[config.mk]
export PLATFORM = sky130hd
export DESIGN_NAME = feedback_loop_sched
export DESIGN_NICKNAME = d
export VERILOG_FILES = /design/src/rtl/feedback_pkg.sv /design/src/rtl/feedback_loop_sched_token_delay_line.sv /design/src/rtl/feedback_loop_sched.sv
export SDC_FILE = /design/constraint.sdc
export NUM_CORES = 1
export LEC_CHECK = 0
export ABC_AREA = 0
export CAP_MARGIN = 10
export CELL_PAD_IN_SITES_DETAIL_PLACEMENT = 0
export CELL_PAD_IN_SITES_GLOBAL_PLACEMENT = 1
export CORE_ASPECT_RATIO = 1.2
export CORE_MARGIN = 2
export CORE_UTILIZATION = 36
export CTS_CLUSTER_SIZE = 12
export DETAILED_ROUTE_END_ITERATION = 16
export PLACE_DENSITY_LB_ADDON = 0.08
export SLEW_MARGIN = 20
export SYNTH_ARGS = -nofsm -noshare
export SYNTH_HDL_FRONTEND = slang
export SYNTH_HIERARCHICAL = 1
export SYNTH_SLANG_ARGS = --single-unit
[constraint.sdc]
create_clock -name clk_i -period 2.9 [get_ports clk_i]
set_clock_uncertainty 0.1 [all_clocks]
set_input_delay 0.58 -clock clk_i [delete_from_list [all_inputs] [get_ports clk_i]]
set_output_delay 0.58 -clock clk_i [all_outputs]
set_load 0.01 [all_outputs]
[src/rtl/feedback_pkg.sv]
// rtl/feedback_pkg.sv - shared state encoding, default latencies and width helpers
package feedback_pkg;

    typedef enum logic [1:0] {
        S_IDLE  = 2'd0,
        S_RUN   = 2'd1,
        S_DRAIN = 2'd2
    } state_e;

    localparam int DEF_LAT1        = 2;
    localparam int DEF_LAT2        = 3;
    localparam int DEF_INIT_TOKENS = 1;
    localparam int DEF_OUT_DEPTH   = 4;

    // Bits needed to hold a count in the range 0..max_val
    function automatic int cnt_width(input int max_val);
        return (max_val < 1) ? 1 : $clog2(max_val + 1);
    endfunction

endpackage

[src/rtl/feedback_loop_sched_token_delay_line.sv]
// rtl/feedback_loop_sched_token_delay_line.sv - valid-bit shift register with tail and occupancy count
module token_delay_line
    import feedback_pkg::*;
#(
    parameter int LEN = 2
) (
    input  logic                      clk_i,
    input  logic                      rst_ni,
    input  logic                      in_i,
    output logic                      tail_o,
    output logic [cnt_width(LEN)-1:0] count_o
);

    localparam int CW = cnt_width(LEN);

    logic [LEN-1:0] pipe_q;
    logic [LEN-1:0] pipe_d;

    generate
        if (LEN == 1) begin : g_single
            assign pipe_d = in_i;
        end else begin : g_multi
            assign pipe_d = {pipe_q[LEN-2:0], in_i};
        end
    endgenerate

    always_ff @(posedge clk_i or negedge rst_ni) begin
        if (!rst_ni) begin
            pipe_q <= '0;
        end else begin
            pipe_q <= pipe_d;
        end
    end

    assign tail_o = pipe_q[LEN-1];

    always_comb begin
        count_o = '0;
        for (int i = 0; i < LEN; i++) begin
            count_o = count_o + CW'(pipe_q[i]);
        end
    end

endmodule

[src/rtl/feedback_loop_sched.sv]
// rtl/feedback_loop_sched.sv - token-accounting scheduler for the two-kernel feedback loop
module feedback_loop_sched
    import feedback_pkg::*;
#(
    parameter int LAT1        = DEF_LAT1,
    parameter int LAT2        = DEF_LAT2,
    parameter int INIT_TOKENS = DEF_INIT_TOKENS,
    parameter int OUT_DEPTH   = DEF_OUT_DEPTH
) (
    input  logic                            clk_i,
    input  logic                            rst_ni,
    input  logic                            start_i,
    input  logic                            flush_i,
    input  logic                            x_valid_i,
    output logic                            x_ready_o,
    output logic                            fire1_o,
    output logic                            fire2_o,
    output logic                            w_valid_o,
    input  logic                            w_pop_i,
    output logic                            busy_o,
    output logic [cnt_width(LAT1+LAT2)-1:0] inflight_o
);

    localparam int YW  = cnt_width(INIT_TOKENS);
    localparam int WW  = cnt_width(OUT_DEPTH);
    localparam int IW  = cnt_width(LAT1 + LAT2);
    localparam int C1W = cnt_width(LAT1);
    localparam int C2W = cnt_width(LAT2);

    state_e          state_q;
    logic [YW-1:0]   y_cnt_q;
    logic [YW-1:0]   y_cnt_d;
    logic [WW-1:0]   w_cred_q;
    logic [WW-1:0]   w_cred_d;
    logic            busy_q;
    logic            fire1;
    logic            fire2;
    logic            w_valid;
    logic            y_avail;
    logic            pop_ok;
    logic [C1W-1:0]  cnt1;
    logic [C2W-1:0]  cnt2;
    logic [IW-1:0]   inflight;

    // A y token returning this cycle may be reused at once, so the loop sustains II=LAT1+LAT2
    assign y_avail = (y_cnt_q != '0) | w_valid;
    assign fire1   = (state_q == S_RUN) & x_valid_i & y_avail & (w_cred_q != '0);
    assign pop_ok  = w_pop_i & (w_cred_q != WW'(OUT_DEPTH));

    token_delay_line #(.LEN(LAT1)) u_pipe1 (
        .clk_i   (clk_i),
        .rst_ni  (rst_ni),
        .in_i    (fire1),
        .tail_o  (fire2),
        .count_o (cnt1)
    );

    token_delay_line #(.LEN(LAT2)) u_pipe2 (
        .clk_i   (clk_i),
        .rst_ni  (rst_ni),
        .in_i    (fire2),
        .tail_o  (w_valid),
        .count_o (cnt2)
    );

    assign inflight = IW'(cnt1) + IW'(cnt2);

    always_comb begin
        y_cnt_d = y_cnt_q;
        if (w_valid && !fire1) begin
            y_cnt_d = y_cnt_q + YW'(1);
        end else if (fire1 && !w_valid) begin
            y_cnt_d = y_cnt_q - YW'(1);
        end
    end

    always_comb begin
        w_cred_d = w_cred_q;
        if (fire1 && !pop_ok) begin
            w_cred_d = w_cred_q - WW'(1);
        end else if (pop_ok && !fire1) begin
            w_cred_d = w_cred_q + WW'(1);
        end
    end

    always_ff @(posedge clk_i or negedge rst_ni) begin
        if (!rst_ni) begin
            state_q  <= S_IDLE;
            y_cnt_q  <= '0;
            w_cred_q <= WW'(OUT_DEPTH);
            busy_q   <= 1'b0;
        end else begin
            y_cnt_q  <= y_cnt_d;
            w_cred_q <= w_cred_d;
            unique case (state_q)
                S_IDLE: begin
                    if (start_i) begin
                        state_q <= S_RUN;
                        y_cnt_q <= YW'(INIT_TOKENS);
                        busy_q  <= 1'b1;
                    end
                end
                S_RUN: begin
                    if (flush_i) begin
                        state_q <= S_DRAIN;
                    end
                end
                S_DRAIN: begin
                    if (inflight == '0) begin
                        state_q <= S_IDLE;
                        y_cnt_q <= '0;
                        busy_q  <= 1'b0;
                    end
                end
                default: begin
                    state_q <= S_IDLE;
                    busy_q  <= 1'b0;
                end
            endcase
        end
    end

    assign x_ready_o  = fire1;
    assign fire1_o    = fire1;
    assign fire2_o    = fire2;
    assign w_valid_o  = w_valid;
    assign busy_o     = busy_q;
    assign inflight_o = inflight;

    a_y_no_overflow: assert property (@(posedge clk_i) disable iff (!rst_ni)
        !(w_valid && !fire1 && (y_cnt_q >= YW'(INIT_TOKENS))));

    a_no_pop_at_full: assert property (@(posedge clk_i) disable iff (!rst_ni)
        !(w_pop_i && (w_cred_q == WW'(OUT_DEPTH))));

endmodule
==> flow_metrics.tcl <==
set metrics [dict create \
    run_status "finished clean" \
    fmax_mhz 357.3 \
    wl_per_cell_um 10.84 \
    netlist_top_cells_area "sky130_fd_sc_hd__dfrtp_1 (46%), sky130_fd_sc_hd__fa_1 (9.9%), sky130_fd_sc_hd__ha_1 (6.2%)" \
    worst_slack_at_placement_ns 0.06360 \
    leakage_power_total_uw 0.0003864 \
    routed_via_density 4.717 \
    clkSlewWorstSetupHoldPaths_ns 0.07 \
    setup-tns-final_ns 0 \
    place_hpwl_um 803.5 \
    crit_required_ns 2.22 \
    final-max-slew-violation-count 0 \
    place.port_buffers 13 \
    placed_cells 87 \
    cts_inserted_buffers 3 \
    worstMarginPinSlew_ns 0.5190 \
    worst-path-max-fanout 4 \
    tritoncts "built" \
    io-pin-count 14 \
    yosysWarnings 6 \
    initial_utilization_pct 37.73 \
    distinct_cell_type_count_of_the_synthesized_netlist 23 \
    layout_setup_ws_ns 0.1011 \
    wl_um 997 \
    route.vias.total 434 \
    area_enclosed_by_the_die_boundary_um2 2024 \
    syn_area_um2 604.3 \
    gr-total-overflow 0 \
    number_of_antenna_violations_at_the_first_check_in_global_routing 0 \
    floorplan_row_count 16 \
    synth_nets 67 \
    fin_util_pct 50.08 \
    drt_first_pass_iters 4 \
    ctsHtreeMaxLevel 1 \
    power-per-cell-area_nw_per_um2 1028 \
    irDropWorstVdd_mv 0.5857 \
    antenna_fix_cells 0 \
    worst-endpoint-arrival_ns 2.12 \
    synth_area_leader_cell "sky130_fd_sc_hd__dfrtp_1" \
    numClockSinks 12 \
    portion_of_the_clock_cycle_consumed_by_the_worst_path_in_the_final_layout_pct 96.51 \
    floorplan.die.width_um 41.40 \
    number_of_global_route_vias_before_repair 415 \
    drt_drc_violations_left 0 \
    drv_cap 0 \
    crit_type "input port to output port" \
    stdcell_count 92 \
    placeableCoreArea_um2 1602 \
    slew_headroom_pct 65.29 \
    cts_buffer_depth 2 \
    grt_max_degree 13 \
    all_layer_gr_usage_pct 11.56 \
    crit_path_end_kind "output port" \
    final-hold-violation-count 0 \
    syn_area_per_cell_um2 10.99 \
    synth_cells 55 \
    most-common-layout-cells "sky130_fd_sc_hd__dfrtp_1 (11), sky130_fd_sc_hd__clkdlybuf4s50_1 (11), sky130_fd_sc_hd__inv_1 (9)" \
    seq_area_frac_synth_pct 49.90 \
    detail_route.iter0.violations 2 \
    globalplace.congestion 0.7254 \
    grt_pass1_wl_mm 1.745 \
    ys_ff_latch 12 \
    insertion_delay_of_the_later_clocked_pin_in_the_worst_skew_pair_ns 0.27 \
    area.growth.synth_to_final_pct 32.71 \
    synth_top_area_share_pct 45.55 \
    layout-drive-gt1-share_pct 13.51 \
    post-route-min-period_ns 2.799 \
    final_antenna_net_count 0 \
    unrepaired_setup_endpoints_after_global_routing "false" \
    die_h_um 48.88 \
    nNetsFinal 87 \
    setup_violations 0 \
    total_power_uw 824.6 \
    hold_path.class "register to register" \
    critical_path.startpoint_type "input port" \
    clock_tree_root "sky130_fd_sc_hd__clkbuf_4" \
]
-- registers in the layout (all words and copies together), names as in the netlist --
name            flops
u_pipe1/pipe_q      2
y_cnt_q             1
w_cred_q            3
u_pipe2/pipe_q      3
busy_o              1
state_q             2
-- report_power, final --
part           internal, µW  switching [µW]
sequential              243            61.7
combinational           203             187
clock                  76.3            53.2
total                   523             302
-- critical path: stages --
cell and delay [ns]:
sky130_fd_sc_hd__clkdlybuf4s50_1 0.46, sky130_fd_sc_hd__nand2_1 0.08, sky130_fd_sc_hd__nor4_1 0.29, sky130_fd_sc_hd__buf_4 0.19, sky130_fd_sc_hd__clkdlybuf4s50_1 0.53
-- cell families after synthesis --
kind of cell             after synthesis  synth area share (%)
multiplexers                           1                 1.656
adder cells (fa/ha/maj)                6                 16.15
buffers and inverters                 10                 6.832
AO/OA/AOI/OAI                          6                 5.590
AND/OR/NAND/NOR                       17                 15.53
flip-flops                            12                 49.90
XOR/XNOR                               3                 4.349
-- cell usage after synthesis, drive strengths merged --
master and n:
or2 1, o31ai 1, nand3b 1, a21oi 1
nor3 1, or3 1, xnor2 1, ha 3
nor4 1, nand2 3, nor3b 1, fa 3
nand3 4, a31oi 1, mux2i 1, buf 1
xor2 2, nor2 3, o21ai 3, or4 1
dfrtp 11, inv 9, dfstp 1
-- final cells by class --
class	count	area [µm²]
Clock buffer	4	36.28
Fill cell	157	799.5
Inverter	9	33.78
Multi-Input combinational cell	33	261.5
Sequential cell	12	301.5
Tap cell	18	22.52
Timing Repair Buffer	16	146.4
-- final timing paths --
check | from | to | slack [ns] | cells after the start
hold reg to reg | u_pipe1/pipe_q[0]$_DFF_PN0_ | u_pipe1/pipe_q[1]$_DFF_PN0_ | 0.29 | 0
min in group asynchronous | rst_ni | state_q[1]$_DFFE_PN0P_ | 0.55 | 1
hold / removal | u_pipe1/pipe_q[0]$_DFF_PN0_ | u_pipe1/pipe_q[1]$_DFF_PN0_ | 0.29 | 0
max in group asynchronous | rst_ni | w_cred_q[2]$_DFFE_PN1P_ | 1.79 | 1
setup / recovery | x_valid_i | fire1_o | 0.10 | 5
setup reg to reg | u_pipe2/pipe_q[2]$_DFF_PN0_ | y_cnt_q$_DFF_PN0_ | 0.33 | 8
-- routing by layer --
metal | up-vias | global-route usage [%] | wire length [µm]
met3 | 4 | 2.963 | 52
met5 | - | 0 | 0
met4 | 0 | 9.677 | 37
li1 | 219 | - | -
met2 | 12 | 15.36 | 431
met1 | 199 | 15.46 | 475
-- repair_timing --
action                                  in CTS  in global routing
resized for setup                            2                  2
cloned                                       0                  0
setup buffers                                0                  1
hold buffers                                 0                  0
endpoints found under the setup margin       2                  1
-- through the flow --
stage,instance area (µm²),hold slack [ns]
global route,802.0,0.3041
finish,802.0,0.2919
CTS,798.3,0.2985
detailed placement,764.5,0.2732
global placement,764.5,0.2816
floorplan,604.3,0.1844
No activity file was read; power rests on OpenSTA's default activity.
